File: config.mk
export PLATFORM = sky130hd
export DESIGN_NAME = word_splitter
export DESIGN_NICKNAME = d
export VERILOG_FILES = /design/src/rtl/word_splitter.sv
export SDC_FILE = /design/constraint.sdc
export NUM_CORES = 1
export LEC_CHECK = 0
export CORE_MARGIN = 3
export CORE_UTILIZATION = 47
export CTS_BUF_LIST = sky130_fd_sc_hd__clkbuf_8 sky130_fd_sc_hd__clkbuf_16
export CTS_CLUSTER_SIZE = 28
export DETAILED_ROUTE_END_ITERATION = 8
export PLACE_DENSITY = 0.89
export REMOVE_ABC_BUFFERS = 1
export SLEW_MARGIN = 20
export SYNTH_ARGS = -nofsm -noshare
export SYNTH_HDL_FRONTEND = slang
export SYNTH_SLANG_ARGS = --single-unit
File: constraint.sdc
create_clock -name clk -period 3.3 [get_ports clk]
set_clock_uncertainty 0.05 [all_clocks]
set_input_delay 0.33 -clock clk [delete_from_list [all_inputs] [get_ports clk]]
set_output_delay 0.33 -clock clk [all_outputs]
set_load 0.02 [all_outputs]
File: src/rtl/word_splitter.sv
// word_splitter: byte-serial receiver that packs four bytes into a word and splits it into fields.
//   clk, rst           clock, synchronous active-high reset
//   in_byte/in_valid   byte stream input; in_ready back-pressures only the 4th byte
//   out_valid/out_ready one-deep output register handshake
//   out_word, a..e     assembled word {a,b,c,d,e} and its field slices
//   timeout_err        one-cycle pulse when a stalled partial word is discarded
//   word_count         output handshakes, modulo 256
module word_splitter #(
  parameter bit MSB_FIRST = 1'b1,
  parameter int TIMEOUT = 16
) (
  input  logic        clk,
  input  logic        rst,
  input  logic [7:0]  in_byte,
  input  logic        in_valid,
  output logic        in_ready,
  output logic        out_valid,
  input  logic        out_ready,
  output logic [31:0] out_word,
  output logic [7:0]  a,
  output logic [7:0]  b,
  output logic [7:0]  c,
  output logic [3:0]  d,
  output logic [3:0]  e,
  output logic        timeout_err,
  output logic [7:0]  word_count
);
  localparam int IW = $clog2(TIMEOUT);
  localparam logic [IW-1:0] IDLE_MAX = IW'(TIMEOUT - 1);
  typedef enum logic [1:0] {COLLECT0, COLLECT1, COLLECT2, COLLECT3} state_t;
  state_t state, state_n;
  logic [23:0] asm_q, asm_n;
  logic [IW-1:0] idle, idle_n;
  logic accept, last, load, hs, fire;
  logic [31:0] word;
  assign last = state == COLLECT3;
  // The timeout fires on the edge that would make the idle count reach TIMEOUT;
  // input is refused that cycle so a late byte cannot join the discarded word.
  assign fire = state != COLLECT0 && idle == IDLE_MAX;
  assign in_ready = !fire && (!last || !out_valid || out_ready);
  assign accept = in_valid && in_ready;
  assign load = accept && last;
  assign hs = out_valid && out_ready;
  assign word = MSB_FIRST ? {asm_q, in_byte} : {in_byte, asm_q};
  assign {a, b, c, d, e} = out_word;
  always_comb begin
    state_n = fire ? COLLECT0 : accept ? state_t'(state + 2'd1) : state;
    asm_n = fire ? '0 : !accept ? asm_q : MSB_FIRST ? {asm_q[15:0], in_byte} : {in_byte, asm_q[23:8]};
    idle_n = (fire || accept || state == COLLECT0) ? '0 : idle + 1'b1;
  end
  always_ff @(posedge clk) begin
    if (rst) begin
      state <= COLLECT0;
      asm_q <= '0;
      idle <= '0;
      out_valid <= 1'b0;
      out_word <= '0;
      timeout_err <= 1'b0;
      word_count <= '0;
    end else begin
      state <= state_n;
      asm_q <= asm_n;
      idle <= idle_n;
      out_valid <= load || (out_valid && !hs);
      if (load) out_word <= word;
      timeout_err <= fire;
      if (hs) word_count <= word_count + 8'd1;
    end
  end
endmodule

==> metrics.yaml, run 1 <==
sta:
  fmax_ghz: 0.405
  setup_viol: 0
  tns_ns: 0
  max_slew_margin_pct: 31.8
  rsz0062_at_grt: "false"
  tightest_slew_ns: 1.02
  slew_violations: 0
  fin_crit_ns: 2.47
  fin_ws_ns: 0.834
  hold_viol_final: 0
  period_share_pct: 74.7
power_and_ir_drop:
  design_power_total_mw: 1.65
  power.density_mw_per_mm2: 407
  p_leak_nw: 1.31
  worst_ir_drop_vdd_v: 0.000207
clocking:
  cts_tree: "built"
  cts_buffers: 9
  cts_setup_buffers: 0
  clock_latency_ns: 0.35
  clockBufferDepth: 2
  cts_num_sinks: 72
  clkTransAtPathRegs_ns: 0.08
  cts_hold_buf: 0
  post_cts_resize_count: 0
  cts_root_buf: "clkbuf_8"
  cts_max_level: 3
floorplanning:
  rows: 29
  start_util_pct: 50.0
  die_y_um: 89.5
  num_io_pins: 87
  die_area_mm2: 0.00802
  coreArea_mm2: 0.00657
  die_w_um: 89.5
global_route:
  antenna_found_initial: 0
  overflow: 0
  grt_max_degree: 45
  grt_usage_pct: 19.5
  grt_pass1_wl_um: 12400
  grt_pass1_vias: 2617
synthesis:
  synth_ff_type: "dfxtp_1"
  synth_area_per_cell_um2: 8.68
  yosysSeqAreaShare_pct: 43.9
  synth_compound_area_share_pct: 22.1
  synth_edf_count: 0
  synth_xor_xnor_area_share_pct: 1.07
  synthMuxAreaShare_pct: 0
  yosys_register_bits: 72
  async_flop_share_pct: 0
  synth.distinct_cells: 31
  ys_warn_count: 0
  postSynthCellCount: 378
  synthSimpleGateAreaFrac_pct: 16.7
  synth_top_family_by_area: "compound AO/OA/AOI/OAI gates"
  netlist_area_mm2: 0.00328
  synth_fa_ha_area_share_pct: 1.53
final_layout:
  fin_util_pct: 61.9
  antenna_cells: 0
  layout_commonest_cell: "clkdlybuf4s50_1"
  final_cell_mix: "85 x clkdlybuf4s50_1, 72 x dfxtp_1, 65 x a21oi_1"
  nNetsFinal: 428
  flow.area_growth_from_synthesis_pct: 24.0
  drive_above_1_share_pct: 7.19
route:
  dr.pass1.iters: 5
  drt_iter0_drc: 187
  viasPerCell: 5.76
  wl_per_cell_um: 15.3
  drc: 0
  ant_nets: 0
  finalWirelength_um: 7810
  via_count: 2938
setup_path:
  startpoint_type: "flip-flop"
  cp-end-kind: "output port"
  required_ns: 2.92
  critPathMaxFanout: 6
  critPathKind: "reg -> out"
  cp.arrival_ns: 2.09
flow_run:
  max_cap_violations: 0
placement:
  port_buffers: 86
  hpwl_um: 4820
  gp_congestion: 0.836
  place_ws_ns: 0.869
hold_path:
  hold_path_class: "reg -> reg"
run_status:
  status: "finished, final reports clean"
through the flow:
stage                     hold WS [ns]  instances  instance area, um^2
after floorplan                  0.349        305                 2820
after detailed placement         0.401        494                 3870
after CTS                        0.411        510                 4070
after global routing             0.435        510                 4070
final                            0.420        510                 4070
after global placement           0.391        494                 3870
synthesized netlist by cell type, types with 5 or more instances:
cell | number | area share, %
inv_1 | 5 | 0.57
o31ai_1 | 34 | 7.8
o21ai_1 | 5 | 0.76
nand4_1 | 34 | 6.5
nor2_1 | 6 | 0.69
buf_4 | 36 | 8.2
a21oi_1 | 65 | 9.9
nand3_1 | 30 | 4.6
dfxtp_1 | 72 | 44
o21ai_0 | 24 | 3.7
buf_2 | 16 | 2.4
clkbuf_1 | 12 | 1.4
final timing paths:
path	from	end	slack, ns	cells after the start
worst max-delay path	state[0]	in_ready	0.83	5
worst min-delay path	asm_q[21]	out_word[29]	0.42	2
worst max register to register	state[0]	idle[3]	1.08	7
worst min register to register	asm_q[21]	out_word[29]	0.42	2
kinds of logic after synthesis:
family          Yosys count
compound gates          128
fa+ha+maj                 4
flops                    72
simple gates             92
buf+inv                  78
xor+xnor                  4
layout make-up:
class | count | area, um^2
fillers | 558 | 2500
flip-flops and latches | 72 | 1440
multi-input cells | 228 | 1360
repair buffers | 96 | 931
clock buffers | 9 | 124
well taps | 93 | 116
clock inverters | 7 | 72.6
inverters | 5 | 18.8
where the power goes:
part | total, mW | leakage (nW) | switching, mW | internal, mW
clock | 0.682 | 0.0952 | 0.333 | 0.348
combinational | 0.0808 | 0.634 | 0.0491 | 0.0317
sequential | 0.891 | 0.582 | 0.00969 | 0.882
total | 1.65 | 1.31 | 0.392 | 1.26
critical path: stages, from the launching register on:
cell and delay [ns]:
dfxtp_1 0.33, inv_1 0.07, ha_1 0.26, and4b_1 0.24
nor2_1 0.19, clkdlybuf4s50_1 0.64
layer usage:
metal	vias up	routed length, um	global-route usage (%)
met3	13	513	4.52
met4	0	141	7.58
met5	-	0	0
met1	1373	3490	25.9
met2	125	3670	30.8
li1	1427	-	-
sequential cells by signal (all words and copies together), names as in the netlist:
register and count:
asm_q 24, state 2, timeout_err 1, out_valid 1, out_word 32, idle 4, word_count 8
Power figures use the tool's default switching activity.
==> run 2, diff against run 1 <==
clock period = 2.4 ns   (was 3.3 ns; I/O delays follow)
==> run 2 against run 1 <==
Net effect:
- power grew 37%
- count of clock-buffer cells in the layout is the same
- combinational power grew 44%
- cell count grew 1.2%
- sequential cell count is the same
- critical path depth is the same
- cell area grew 1.3%
- worst hold slack lost 0.15 ns
- largest cell class unchanged
- sequential power grew 38%
- non-clock buffer count grew 6
- sequential share of layout area shrank 0.44 points
==> metrics.yaml, run 2 (synthesis gave the netlist of run 1 again) <==
global_route:
  antenna_found_initial: 0
  grt_max_degree: 34
  grt_pass1_wl_um: 13000
  grt_pass1_vias: 2837
  grt_usage_pct: 20.8
  overflow: 0
sta:
  hold_viol_final: 0
  tightest_slew_ns: 0.680
  fin_crit_ns: 1.94
  rsz0062_at_grt: "false"
  max_slew_margin_pct: 54.6
  fmax_ghz: 0.514
  tns_ns: 0
  slew_violations: 0
  setup_viol: 0
  period_share_pct: 81.0
power_and_ir_drop:
  comb_power_share_pct: 5.2
  p_sw_mw: 0.528
  power.density_mw_per_mm2: 548
  p_leak_nw: 1.35
  p_int_mw: 1.73
  pwr-share-clk_pct: 40.6
  p_seq_share_pct: 54.3
  swShare_pct: 23.4
  worst_ir_drop_vdd_v: 0.000269
final_layout:
  largest-register: "out_word"
  antenna_cells: 0
  drive_above_1_share_pct: 8.27
  largest_reg_flops: 32
  flow.area_growth_from_synthesis_pct: 25.5
  final_cell_mix: "84 x clkdlybuf4s50_1, 72 x dfxtp_1, 65 x a21oi_1"
  layout_commonest_cell: "clkdlybuf4s50_1"
  fin_util_pct: 62.7
  reg_top3: "out_word: 32 flops, asm_q: 24 flops, word_count: 8 flops"
  final_cells: 516
  nNetsFinal: 434
placement:
  hpwl_um: 5230
  port_buffers: 86
  gp_congestion: 0.812
  place_inst: 500
setup_path:
  max_stage_delay_ns: 0.33
  r2r_end: "idle[1]"
  rrSetupSlack_ns: 0.49
  required_ns: 2.11
  cp_num_cells: 5
  crit_buf_inv: 2
  cp_top_family: "simple AND/OR/NAND/NOR gates"
  setup.worst_path.end: "in_ready"
  r2r_start: "state[0]"
  critPathKind: "reg -> out"
  startpoint_type: "flip-flop"
  cp.arrival_ns: 1.65
  rr_worst_depth: 6
  cp-startpoint: "state[0]"
  crit_chain: "inv_1 > ha_1 > and4b_1 > nor2_1 > dlymetal6s2s_1"
  cp-end-kind: "output port"
  critPathMaxFanout: 6
  slowest_stage: "dfxtp_1"
hold_path:
  hold_path_class: "in -> reg"
clocking:
  cts_tree: "built"
  clockBufferDepth: 2
  clkTransAtPathRegs_ns: 0.08
  cts_max_level: 3
  cts_hold_buf: 0
  post_cts_resize_count: 0
  cts_buffers: 9
  clock_latency_ns: 0.35
  cts_num_sinks: 72
  cts_setup_buffers: 0
  cts_root_buf: "clkbuf_8"
route:
  viasPerCell: 5.78
  via_count: 2983
  drc: 0
  ant_nets: 0
  dr.pass1.iters: 5
  wl_per_cell_um: 15.4
  finalWirelength_um: 7970
  drt_iter0_drc: 159
floorplanning:
  die_y_um: 89.5
  num_io_pins: 87
  start_util_pct: 50.0
  coreArea_mm2: 0.00657
  rows: 29
  die_w_um: 89.5
  die_area_mm2: 0.00802
flow_run:
  max_cap_violations: 0
run_status:
  status: "finished, final reports clean"
## run 2: changes by cell type in the layout (fill, tap and decap cells not counted)
cell,before,now
dlymetal6s2s_1,0,1
clkinv_4,2,0
clkdlybuf4s50_1,85,84
buf_12,0,1
buf_4,10,15
clkinv_2,2,3
inv_1,5,6
## run 2: worst min path at each step
stage / cells after the start / end / start / slack (ns)
finish: 2 / timeout_err / rst / 0.27
global route: 2 / out_word[10] / rst / 0.30
CTS: 2 / out_valid / rst / 0.26
detailed placement: 1 / idle[0] / idle[0] / 0.41
global placement: 1 / idle[0] / idle[0] / 0.39
floorplan: 1 / out_word[0] / rst / 0.26
## run 2: power by group through the flow
stage	Clock, mW	Combinational (mW)	Sequential (mW)
6_report	0.916	0.116	1.23
5_1_grt	0.978	0.129	1.23
4_1_cts	0.930	0.116	1.23
3_5_place_dp	0	0.115	1.25
3_3_place_gp	0	0.111	1.25
2_1_floorplan	0	0.0437	1.25
## run 2: final cells by class
type                       instances  area (um^2)
timing repair buffer             102          991
inverter                           5         18.8
clock inverter                     7         63.8
sequential                        72         1440
fill                             559         2450
clock buffer                       9          124
tap                               93          116
multi-input combinational        228         1360
## run 2: per-layer routing
metal / part of all wire, % / vias to the layer above / GRT usage (%)
met5: 0 / - / 0
li1: - / 1434 / -
met2: 48 / 129 / 34.0
met1: 43 / 1406 / 26.1
met4: 1.9 / 0 / 10.0
met3: 6.8 / 14 / 3.87
## run 2: through the flow
step                      area (um^2)  setup WS, ns  hold WS [ns]  power (mW)
after floorplan                  2820        0.0856         0.259        1.30
after global placement           3930         0.358         0.391        1.36
after detailed placement         3930         0.217         0.413        1.37
after CTS                        4120        0.0345         0.257        2.27
after global routing             4120         0.336         0.297        2.34
final                            4120         0.456         0.274        2.26
## run 2: worst register-to-register path, stage by stage (launching register included)
cell and delay, ns:
dfxtp_1 0.35, inv_1 0.06, ha_1 0.25, nand4b_2 0.46
nand2b_1 0.18, buf_4 0.31, nor4b_1 0.11
